[config.mk]
export PLATFORM = sky130hd
export DESIGN_NAME = m68k_bus_req_flat
export DESIGN_NICKNAME = d
export VERILOG_FILES = /design/src/rtl/m68k_bus_req_if.sv /design/src/rtl/m68k_bus_req.sv /design/src/flat_wrapper.sv
export SDC_FILE = /design/constraint.sdc
export NUM_CORES = 1
export LEC_CHECK = 0
export ABC_AREA = 0
export BUFFER_PORTS_ARGS = -buffer_cell sky130_fd_sc_hd__clkbuf_2
export CORE_AREA = 2 2 83 85
export DETAILED_ROUTE_END_ITERATION = 8
export DIE_AREA = 0 0 85 87
export PLACE_DENSITY = 0.77
export SLEW_MARGIN = 20
export SYNTH_ARGS = -nofsm -noshare
export SYNTH_HDL_FRONTEND = slang
export SYNTH_SLANG_ARGS = --single-unit
[constraint.sdc]
create_clock -name clk_i -period 3.3 [get_ports clk_i]
set_clock_uncertainty 0.1 [all_clocks]
set_input_delay 0.495 -clock clk_i [delete_from_list [all_inputs] [get_ports clk_i]]
set_output_delay 0.495 -clock clk_i [all_outputs]
set_load 0.02 [all_outputs]
[src/rtl/m68k_bus_req_if.sv]
// Signal bundle between the 68040 bus front end and the Wishbone request bridge.
// The master view belongs to m68k_bus_req; the slave view belongs to the CPU pads and bridge.
interface m68k_bus_req_if;
    logic        bus_ts;
    logic        bus_rw;
    logic [1:0]  bus_siz;
    logic [31:0] bus_addr;
    logic [31:0] bus_data_i;
    logic [31:0] bus_data_o;
    logic        bus_data_oe;
    logic        bus_ta;

    logic        req_valid;
    logic        req_ready;
    logic        req_we;
    logic        req_wrap;
    logic [2:0]  req_len;
    logic [31:0] req_addr;
    logic [3:0]  req_mask;

    logic        write_valid;
    logic [31:0] write_data;
    logic        read_valid;
    logic [31:0] read_data;
    logic        read_ack;

    modport master (
        input  bus_ts, bus_rw, bus_siz, bus_addr, bus_data_i,
        output bus_data_o, bus_data_oe, bus_ta,
        output req_valid, req_we, req_wrap, req_len, req_addr, req_mask,
        input  req_ready,
        output write_valid, write_data, read_ack,
        input  read_valid, read_data
    );

    modport slave (
        output bus_ts, bus_rw, bus_siz, bus_addr, bus_data_i,
        input  bus_data_o, bus_data_oe, bus_ta,
        input  req_valid, req_we, req_wrap, req_len, req_addr, req_mask,
        output req_ready,
        input  write_valid, write_data, read_ack,
        output read_valid, read_data
    );
endinterface

[src/rtl/m68k_bus_req.sv]
// Converts one 68040 bus cycle into a single bridge request, then moves the data
// beats between the CPU bus and the bridge FIFOs with one transfer acknowledge per beat.
module m68k_bus_req #(
    parameter int unsigned LINE_BEATS = 4
) (
    input  logic           clk_i,
    input  logic           rst_i,
    m68k_bus_req_if.master bus
);

    typedef enum logic [1:0] {
        IDLE  = 2'd0,
        REQ   = 2'd1,
        WDATA = 2'd2,
        RDATA = 2'd3
    } state_t;

    state_t      state_q;
    logic [2:0]  beat_q;
    logic        req_valid_q;
    logic        req_we_q;
    logic        req_wrap_q;
    logic [2:0]  req_len_q;
    logic [31:0] req_addr_q;
    logic [3:0]  req_mask_q;

    logic        beat_take;
    logic        beat_last;

    // Big-endian lanes: mask bit 3 is byte 0 on bits [31:24]; word transfers ignore A0.
    function automatic logic [3:0] lane_mask(input logic [1:0] siz, input logic [1:0] a);
        case (siz)
            2'b01:   lane_mask = 4'b1000 >> a;
            2'b10:   lane_mask = a[1] ? 4'b0011 : 4'b1100;
            default: lane_mask = 4'b1111;
        endcase
    endfunction

    always_comb begin
        beat_take = (state_q == WDATA) || ((state_q == RDATA) && bus.read_valid);
        beat_last = beat_take && (beat_q == (req_len_q - 3'd1));
    end

    always_ff @(posedge clk_i) begin
        if (rst_i) begin
            state_q     <= IDLE;
            beat_q      <= 3'd0;
            req_valid_q <= 1'b0;
            req_we_q    <= 1'b0;
            req_wrap_q  <= 1'b0;
            req_len_q   <= 3'd0;
            req_addr_q  <= 32'd0;
            req_mask_q  <= 4'd0;
        end else begin
            case (state_q)
                IDLE: begin
                    if (bus.bus_ts) begin
                        req_valid_q <= 1'b1;
                        req_we_q    <= !bus.bus_rw;
                        req_mask_q  <= lane_mask(bus.bus_siz, bus.bus_addr[1:0]);
                        beat_q      <= 3'd0;
                        state_q     <= REQ;
                        // Line bursts keep A[3:2] so the bridge wraps critical-word-first.
                        if (bus.bus_siz == 2'b11) begin
                            req_len_q  <= 3'(LINE_BEATS);
                            req_wrap_q <= 1'b1;
                            req_addr_q <= {bus.bus_addr[31:2], 2'b00};
                        end else begin
                            req_len_q  <= 3'd1;
                            req_wrap_q <= 1'b0;
                            req_addr_q <= bus.bus_addr;
                        end
                    end
                end
                REQ: begin
                    if (bus.req_ready) begin
                        req_valid_q <= 1'b0;
                        state_q     <= req_we_q ? WDATA : RDATA;
                    end
                end
                WDATA, RDATA: begin
                    if (beat_take) begin
                        beat_q <= beat_q + 3'd1;
                        if (beat_last) begin
                            state_q <= IDLE;
                        end
                    end
                end
                default: state_q <= IDLE;
            endcase
        end
    end

    // Writes are posted: each beat is acknowledged as it is pushed into the write FIFO.
    assign bus.bus_ta      = beat_take;
    assign bus.bus_data_oe = (state_q == RDATA);
    assign bus.bus_data_o  = ((state_q == RDATA) && bus.read_valid) ? bus.read_data : 32'd0;
    assign bus.read_ack    = (state_q == RDATA) && bus.read_valid;
    assign bus.write_valid = (state_q == WDATA);
    assign bus.write_data  = (state_q == WDATA) ? bus.bus_data_i : 32'd0;

    assign bus.req_valid   = req_valid_q;
    assign bus.req_we      = req_we_q;
    assign bus.req_wrap    = req_wrap_q;
    assign bus.req_len     = req_len_q;
    assign bus.req_addr    = req_addr_q;
    assign bus.req_mask    = req_mask_q;

endmodule

[src/flat_wrapper.sv]
// flat-port wrapper written by rule: the top's interface ports become plain ports
module m68k_bus_req_flat 
#(
    parameter int unsigned LINE_BEATS = 4
)
  (clk_i, rst_i, bus_bus_ts, bus_bus_rw, bus_bus_siz, bus_bus_addr, bus_bus_data_i, bus_bus_data_o, bus_bus_data_oe, bus_bus_ta, bus_req_valid, bus_req_we, bus_req_wrap, bus_req_len, bus_req_addr, bus_req_mask, bus_req_ready, bus_write_valid, bus_write_data, bus_read_ack, bus_read_valid, bus_read_data);
  m68k_bus_req_if bus_i ();
  input  logic clk_i;
  input  logic rst_i;
  input wire logic [$bits(bus_i.bus_ts)-1:0] bus_bus_ts;
  input wire logic [$bits(bus_i.bus_rw)-1:0] bus_bus_rw;
  input wire logic [$bits(bus_i.bus_siz)-1:0] bus_bus_siz;
  input wire logic [$bits(bus_i.bus_addr)-1:0] bus_bus_addr;
  input wire logic [$bits(bus_i.bus_data_i)-1:0] bus_bus_data_i;
  output wire logic [$bits(bus_i.bus_data_o)-1:0] bus_bus_data_o;
  output wire logic [$bits(bus_i.bus_data_oe)-1:0] bus_bus_data_oe;
  output wire logic [$bits(bus_i.bus_ta)-1:0] bus_bus_ta;
  output wire logic [$bits(bus_i.req_valid)-1:0] bus_req_valid;
  output wire logic [$bits(bus_i.req_we)-1:0] bus_req_we;
  output wire logic [$bits(bus_i.req_wrap)-1:0] bus_req_wrap;
  output wire logic [$bits(bus_i.req_len)-1:0] bus_req_len;
  output wire logic [$bits(bus_i.req_addr)-1:0] bus_req_addr;
  output wire logic [$bits(bus_i.req_mask)-1:0] bus_req_mask;
  input wire logic [$bits(bus_i.req_ready)-1:0] bus_req_ready;
  output wire logic [$bits(bus_i.write_valid)-1:0] bus_write_valid;
  output wire logic [$bits(bus_i.write_data)-1:0] bus_write_data;
  output wire logic [$bits(bus_i.read_ack)-1:0] bus_read_ack;
  input wire logic [$bits(bus_i.read_valid)-1:0] bus_read_valid;
  input wire logic [$bits(bus_i.read_data)-1:0] bus_read_data;
  assign bus_i.bus_ts = bus_bus_ts;
  assign bus_i.bus_rw = bus_bus_rw;
  assign bus_i.bus_siz = bus_bus_siz;
  assign bus_i.bus_addr = bus_bus_addr;
  assign bus_i.bus_data_i = bus_bus_data_i;
  assign bus_bus_data_o = bus_i.bus_data_o;
  assign bus_bus_data_oe = bus_i.bus_data_oe;
  assign bus_bus_ta = bus_i.bus_ta;
  assign bus_req_valid = bus_i.req_valid;
  assign bus_req_we = bus_i.req_we;
  assign bus_req_wrap = bus_i.req_wrap;
  assign bus_req_len = bus_i.req_len;
  assign bus_req_addr = bus_i.req_addr;
  assign bus_req_mask = bus_i.req_mask;
  assign bus_i.req_ready = bus_req_ready;
  assign bus_write_valid = bus_i.write_valid;
  assign bus_write_data = bus_i.write_data;
  assign bus_read_ack = bus_i.read_ack;
  assign bus_i.read_valid = bus_read_valid;
  assign bus_i.read_data = bus_read_data;
  m68k_bus_req #(.LINE_BEATS(LINE_BEATS)) u_core (.clk_i(clk_i), .rst_i(rst_i), .bus(bus_i));
endmodule
Yosys cells after proc, flatten, opt, wreduce, memory -nomap -nowiden
Index checks and enable logic that the tools add are counted.
- shifts and indexed selects: 1
- equality and inequality tests: 11
- multiplexer cells: 19
- reductions and logical operators: 12
- $add $sub $neg: 2
- operators by type and width (kind ; count):
    $mux 32 ; 2
    $mux 2 ; 5
    $mux 3 ; 3
    $eq 2x2->1 const B ; 4
    $pmux 4 s2 ; 1
    $ne 2x2->1 const B ; 3
    $pmux 2 s3 ; 1
    $pmux 3 s2 ; 1
    $reduce_and 3->1 ; 2
    $eq 2x1->1 const B ; 2
    $mux 1 ; 4
    $mux 4 ; 1
    $reduce_and 4->1 ; 1
    $reduce_bool 2->1 ; 2
    $shr 4x2->4 const A ; 1
    $add 3x1->3 const B ; 1
    $eq 3x3->1 ; 1
    $sub 3x1->3 const B ; 1
    $logic_and 1x1->1 ; 2
    $logic_not 2->1 ; 1
    $ne 2x1->1 const B ; 1
    $pmux 1 s2 ; 1
    $reduce_and 2->1 ; 1
    $reduce_or 2->1 ; 1
    other kinds (2) ; 2
- logic and storage cells: 53
- bits of input ports: 104
- output and inout port bits: 110
- flip-flop bits (word level): 47

Depth between registers and ports, before layout
Gate-level depths: netlist (run 1).
- depth after elaboration: 7
- depth in mapped cells: 5
- mapped depth without buffers: 5

Worst setup path after synthesis (run 1)
No wires, ideal clock.
- path type: reg-to-output
- start point: register u_core.state_q[0]
- end point: output port bus_write_data[22]
- data arrival time: 1246 ps
- stages on the path, launching flop included: 4
- data required time: 2705 ps
- buffers on the path: 1
- slack: 1459 ps
- cells stage by stage: dfxtp_1 > nor2b_1 > clkbuf_1 > and2_1
- word-level cells in the longest chain between the ends: 2
- RTL lines (item ; RTL line ; RTL):
    from (decl) ; m68k_bus_req.sv:18 ; state_t state_q;
    from (signal assigned) ; m68k_bus_req.sv:78 ; state_q <= req_we_q ? WDATA : RDATA;
    $eq 2x2->1 ; -- ;
    via bus_write_valid ; flat_wrapper.sv:25 ; output wire logic [$bits(bus_i.write_valid)-1:0] bus_write_valid;
    $mux 32 ; m68k_bus_req.sv:100 ; assign bus.write_data = (state_q == WDATA) ? bus.bus_data_i : 32'd0;
    to (decl) ; flat_wrapper.sv:26 ; output wire logic [$bits(bus_i.write_data)-1:0] bus_write_data;
The timed path passes the listed nets, and every way through them passes these cells.

Worst setup path after layout (run 1)
- start point: register u_core.state_q[1]
- end point: output port bus_bus_data_o[7]
- word-level cells in the longest chain between the ends: 3
- RTL lines (item ; RTL line ; RTL):
    $eq 2x2->1 ; m68k_bus_req.sv:97 ; assign bus.bus_data_o = ((state_q == RDATA) && bus.read_valid) ? bus.read_data : 32'd0;
    $logic_and 1x1->1 ; m68k_bus_req.sv:97 ;
    $mux 32 ; m68k_bus_req.sv:97 ;
    to (decl) ; flat_wrapper.sv:15 ; output wire logic [$bits(bus_i.bus_data_o)-1:0] bus_bus_data_o;
Every way passes these cells.

==> flow_metrics.tcl, run 1 <==
set metrics [dict create \
    status "finished, final reports clean" \
    tightest_slew_ps 929 \
    fin_crit_ps 2660 \
    ant_nets 0 \
    drive_gt1_frac 0.460 \
    portBuffers 212 \
    crit_buf_inv 1 \
    via_per_inst 4.58 \
    grt-ovfl-total 0 \
    cp_top_family "simple AND/OR/NAND/NOR gates" \
    fin_nets 600 \
    gp_congestion 0.917 \
    finalWirelength_mm 7.82 \
    clockRootBuffer "clkbuf_8" \
    fin_crit_sh 0.806 \
    worstPathRequired_ps 2700 \
    layout_common_cells "clkbuf_2 (212), and2_1 (66), nand2_1 (66)" \
    numCtsBuffers 5 \
    synthCells 292 \
    rows 30 \
    seq_area_um2 901 \
    crit_type "reg2out" \
    fin_tns_setup_ps 0 \
    dpl.hpwl_mm 6.42 \
    final_common_cell "clkbuf_2" \
    setup_viol 0 \
    clkLatencyLatePin_ps 290 \
    cts_resized 0 \
    area_growth_pct 52.6 \
    die_area_mm2 0.00740 \
    hold_class "in2reg" \
    max_slew_margin 0.381 \
    clkSinkCount 45 \
    wl_per_cell_um 13.6 \
    path_cells "and3_1 -> and2_1 -> clkbuf_2" \
    antenna_found_initial 0 \
    holdBufCountCts 0 \
    finalMaxSlewViolations 0 \
    multiInputGateArea_mm2 0.00123 \
    postCtsSetupRepairBufs 0 \
    power.density_mw_per_mm2 425 \
    tritoncts "done" \
    num_io_pins 214 \
    die_w_um 85 \
    synth_area_mm2 0.00226 \
    drc 0 \
    crit_path_max_incr_delay_ps 740 \
    fp.dieH_um 87 \
    htreeDepth 2 \
    endpoint_kind "output pin" \
    cap_viol_max_count 0 \
    ir_drop_mv 0.307 \
    hold_ws_ps 284 \
    fmax_mhz 376 \
    cp-start-kind "register" \
    fillers 678 \
    num_vias 2626 \
    worstPathArrival_ps 2060 \
    yosysWarnings 0 \
    clk_transition_reported_paths_ps 90 \
    first_pass_iters 4 \
    start_util 0.344 \
    diodes 0 \
    place_ws_ps 955 \
    core-area_mm2 0.00657 \
    p_leak_nw 1.86 \
    avgSynthCellArea_um2 7.74 \
    synth_nets 400 \
    grt_start_max_net_pins 48 \
    cts_max_path_buffers 2 \
    grt_pass1_wl_mm 11.7 \
    crit_fanout 33 \
    slowest_stage "and3_1" \
    ys_seq_area_frac 0.398 \
    drtIter0Drc 68 \
    synth.distinct_cells 33 \
    hold_viol 0 \
    ys_ff_latch 45 \
    first_global_vias 2423 \
    grt_usage 0.200 \
    rsz0062_at_grt "no" \
    fin_ws_ps 642 \
]
cell families (layout without fill, tap and decap cells):
family          after synthesis  count (layout)  synth area share
simple gates                165             165             0.385
flops                        45              45             0.398
xor+xnor                      2               2           0.00775
other cells                   1               1           0.00166
buf+inv                      25             226            0.0559
fa+ha+maj                     4               4            0.0221
compound gates               49              49             0.125
mux                           1               1           0.00443
cell type report:
class,count,area share
clock inverter,2,0.0109
timing repair buffer,215,0.314
inverter,3,0.00326
sequential,45,0.261
multi-input combinational,222,0.358
tap,80,0.0290
clock buffer,6,0.0239
per-stage QoR:
step	std cells	area [µm²]	utilization	total power, mW
global placement	565	3330	0.507	1.05
floorplan	292	2260	-	0.893
global route	573	3450	0.525	1.55
CTS	573	3450	0.525	1.49
finish	573	3450	0.525	1.46
detailed placement	565	3330	0.507	1.05
cell usage after synthesis:
library cell | instances | area (µm²)
nand3b_1 | 5 | 37.5
conb_1 | 1 | 3.75
and3_1 | 1 | 6.26
or3b_1 | 1 | 8.76
a211oi_2 | 1 | 12.5
buf_4 | 2 | 15.0
o211ai_1 | 1 | 7.51
nor4b_1 | 1 | 8.76
clkbuf_1 | 10 | 37.5
nor3_2 | 1 | 10.0
mux2i_1 | 1 | 10.0
buf_6 | 2 | 22.5
a21oi_1 | 37 | 185
and2_1 | 66 | 413
nand2b_1 | 4 | 25.0
o21ai_0 | 1 | 5.00
buf_2 | 8 | 40.0
o32ai_1 | 2 | 17.5
inv_1 | 3 | 11.3
xor2_1 | 2 | 17.5
nor3_1 | 1 | 5.00
nor2_1 | 10 | 37.5
or3b_2 | 1 | 8.76
ha_1 | 4 | 50.1
a211oi_1 | 5 | 37.5
nor3b_4 | 1 | 18.8
nand2_1 | 66 | 248
nand3_1 | 2 | 10.0
dfxtp_1 | 45 | 901
nor2b_1 | 4 | 25.0
o211a_1 | 1 | 10.0
nor3b_1 | 1 | 7.51
a22oi_1 | 1 | 7.51
sequential cells by signal (all words and copies together), names as in the netlist:
| register | count |
|---|---|
| u_core.bus.req_addr | 32 |
| u_core.bus.req_len | 2 |
| u_core.state_q | 2 |
| u_core.bus.req_we | 1 |
| u_core.bus.req_valid | 1 |
| u_core.bus.req_mask | 4 |
| u_core.beat_q | 3 |
worst register-to-register path, delay by kind of cell, from the launching register on:
kind / cells / cell delay (ps)
AOI/OAI and AO/OA: 1 / 130
and+or+nand+nor: 3 / 540
buffers and inverters: 1 / 370
DFF: 1 / 580
worst paths after layout:
kind	start	end	slack, ps	depth (start not counted)
max	u_core.state_q[1]	bus_bus_data_o[7]	640	3
min	bus_bus_rw	u_core.bus.req_we	280	2
max reg2reg	u_core.state_q[1]	u_core.bus.req_len[0]	1460	5
min reg2reg	u_core.bus.req_addr[3]	u_core.bus.req_addr[3]	360	2
metal layers:
metal	wire (µm)	up-vias	track usage
met1	2840	1153	0.207
met4	286	0	0.0880
met3	703	17	0.0578
met2	3990	121	0.375
met5	0	-	0
li1	-	1335	-
where the power goes:
group / internal, mW / switching, mW
Sequential: 0.592 / 0.0347
Clock: 0.246 / 0.183
Combinational: 0.158 / 0.251
Power figures use the tool's default switching activity.
==> inputs of run 2 (changes only) <==
--- a/config.mk
+++ b/config.mk
@@ -7,10 +7,10 @@
 export LEC_CHECK = 0
 export ABC_AREA = 0
 export BUFFER_PORTS_ARGS = -buffer_cell sky130_fd_sc_hd__clkbuf_2
-export CORE_AREA = 2 2 83 85
+export CORE_MARGIN = 1.5
+export CORE_UTILIZATION = 33
 export DETAILED_ROUTE_END_ITERATION = 8
-export DIE_AREA = 0 0 85 87
-export PLACE_DENSITY = 0.77
+export PLACE_DENSITY = 0.76
 export SLEW_MARGIN = 20
 export SYNTH_ARGS = -nofsm -noshare
 export SYNTH_HDL_FRONTEND = slang
==> constraint.sdc (replaced) <==
create_clock -name clk_i -period 2.4 [get_ports clk_i]
set_clock_uncertainty 0.1 [all_clocks]
set_input_delay 0.36 -clock clk_i [delete_from_list [all_inputs] [get_ports clk_i]]
set_output_delay 0.36 -clock clk_i [all_outputs]
set_load 0.02 [all_outputs]
==> run 2 against run 1 <==
Compared with the run above:
- routed wire length grew 0.98%
- worst hold slack lost 140 ps
- sequential power grew 37%
- clock power grew 35%
- critical path depth grew 1
- clock-buffer cell count grew 1
- core utilization grew 0.94 points
- critical path type unchanged
- largest cell class unchanged
- largest power group unchanged
==> flow_metrics.tcl, run 2 (same netlist as run 1, synthesis figures left out) <==
set metrics [dict create \
    grt_usage 0.206 \
    holdBufCountCts 0 \
    grt_start_max_net_pins 34 \
    cap_viol_max_count 0 \
    status "finished, final reports clean" \
    power.density_mw_per_mm2 582 \
    fp.dieH_um 85.8 \
    fin_crit_sh 0.885 \
    cts_resized 0 \
    cp-start-kind "register" \
    fin_crit_ps 2120 \
    clkLatencyLatePin_ps 290 \
    p_total_mw 2.02 \
    drive_gt1_frac 0.463 \
    setup_viol 0 \
    fillers 644 \
    start_util 0.348 \
    worstPathRequired_ps 1940 \
    antenna_found_initial 0 \
    area_growth_pct 53.6 \
    dpl.hpwl_mm 6.51 \
    fmax_mhz 471 \
    gp_congestion 0.867 \
    finalWirelength_mm 7.90 \
    finalMaxSlewViolations 0 \
    wl_per_cell_um 13.8 \
    via_per_inst 4.61 \
    grt-ovfl-total 0 \
    p_leak_nw 1.88 \
    fin_tns_setup_ps 0 \
    max_slew_margin 0.640 \
    portBuffers 212 \
    fin_area_mm2 0.00347 \
    drc 0 \
    diodes 0 \
    layout_common_cells "clkbuf_2 (212), and2_1 (66), nand2_1 (66)" \
    ir_drop_mv 0.427 \
    num_io_pins 214 \
    htreeDepth 2 \
    hold_viol 0 \
    worstPathArrival_ps 1660 \
    num_vias 2646 \
    clkSinkCount 45 \
    ant_nets 0 \
    clockRootBuffer "clkbuf_8" \
    final_common_cell "clkbuf_2" \
    fin_nets 604 \
    crit_fanout 33 \
    rows 29 \
    clk_transition_reported_paths_ps 80 \
    largest_reg_flops 32 \
    die_area_mm2 0.00736 \
    postCtsSetupRepairBufs 0 \
    tritoncts "done" \
    rsz0062_at_grt "no" \
    endpoint_kind "output pin" \
    hold_class "in2reg" \
    crit_type "reg2out" \
    core-area_mm2 0.00649 \
    die_w_um 85.8 \
    first_global_vias 2414 \
    numCtsBuffers 5 \
    seq_area_um2 901 \
    multiInputGateArea_mm2 0.00123 \
    cts_max_path_buffers 2 \
    drtIter0Drc 108 \
    grt_pass1_wl_mm 11.8 \
    placed_area_mm2 0.00336 \
    first_pass_iters 4 \
    tightest_slew_ps 540 \
]
## run 2: worst max-delay path, stage by stage (launching register included)
cell	delay, ps
dfxtp_1	560
nor2b_1	180
buf_4	250
and2_1	210
clkbuf_2	180
## run 2: layout make-up
type,count,share of cell area
clock buffer,7,0.0249
clock inverter,1,0.00865
inverter,3,0.00324
multi-input combinational,222,0.355
sequential,45,0.259
tap,77,0.0277
timing repair buffer,219,0.321
## run 2: worst paths after layout
check,end,from,cells after the start,slack [ps]
setup / recovery,bus_write_data[30],u_core.state_q[1],4,280
hold / removal,u_core.bus.req_we,bus_bus_rw,2,140
setup reg to reg,u_core.bus.req_addr[14],u_core.state_q[1],4,680
hold reg to reg,u_core.bus.req_addr[28],u_core.bus.req_addr[28],2,360
## run 2: metrics by stage
stage / setup slack [ps] / instances / util / hold slack, ps
2_1_floorplan: 694 / 292 / - / 356
3_3_place_gp: 611 / 566 / 0.517 / 340
3_5_place_dp: 599 / 566 / 0.517 / 347
4_1_cts: 270 / 574 / 0.535 / 130
5_1_grt: 129 / 574 / 0.535 / 130
6_report: 277 / 574 / 0.535 / 144
## run 2: routing by layer
metal  wire [µm]  vias up  global-route usage
met5           0        -                   0
met4         106        0              0.0557
met3         612       11              0.0510
met2        3990      114               0.374
met1        3190     1180               0.240
li1            -     1341                   -
## run 2: report_power, final
part           total, mW  internal, mW  switching, mW  leakage, nW
clock network      0.580         0.339          0.241       0.0585
registers          0.862         0.814         0.0474        0.369
logic              0.579         0.224          0.355         1.45
total               2.02          1.38          0.643         1.88
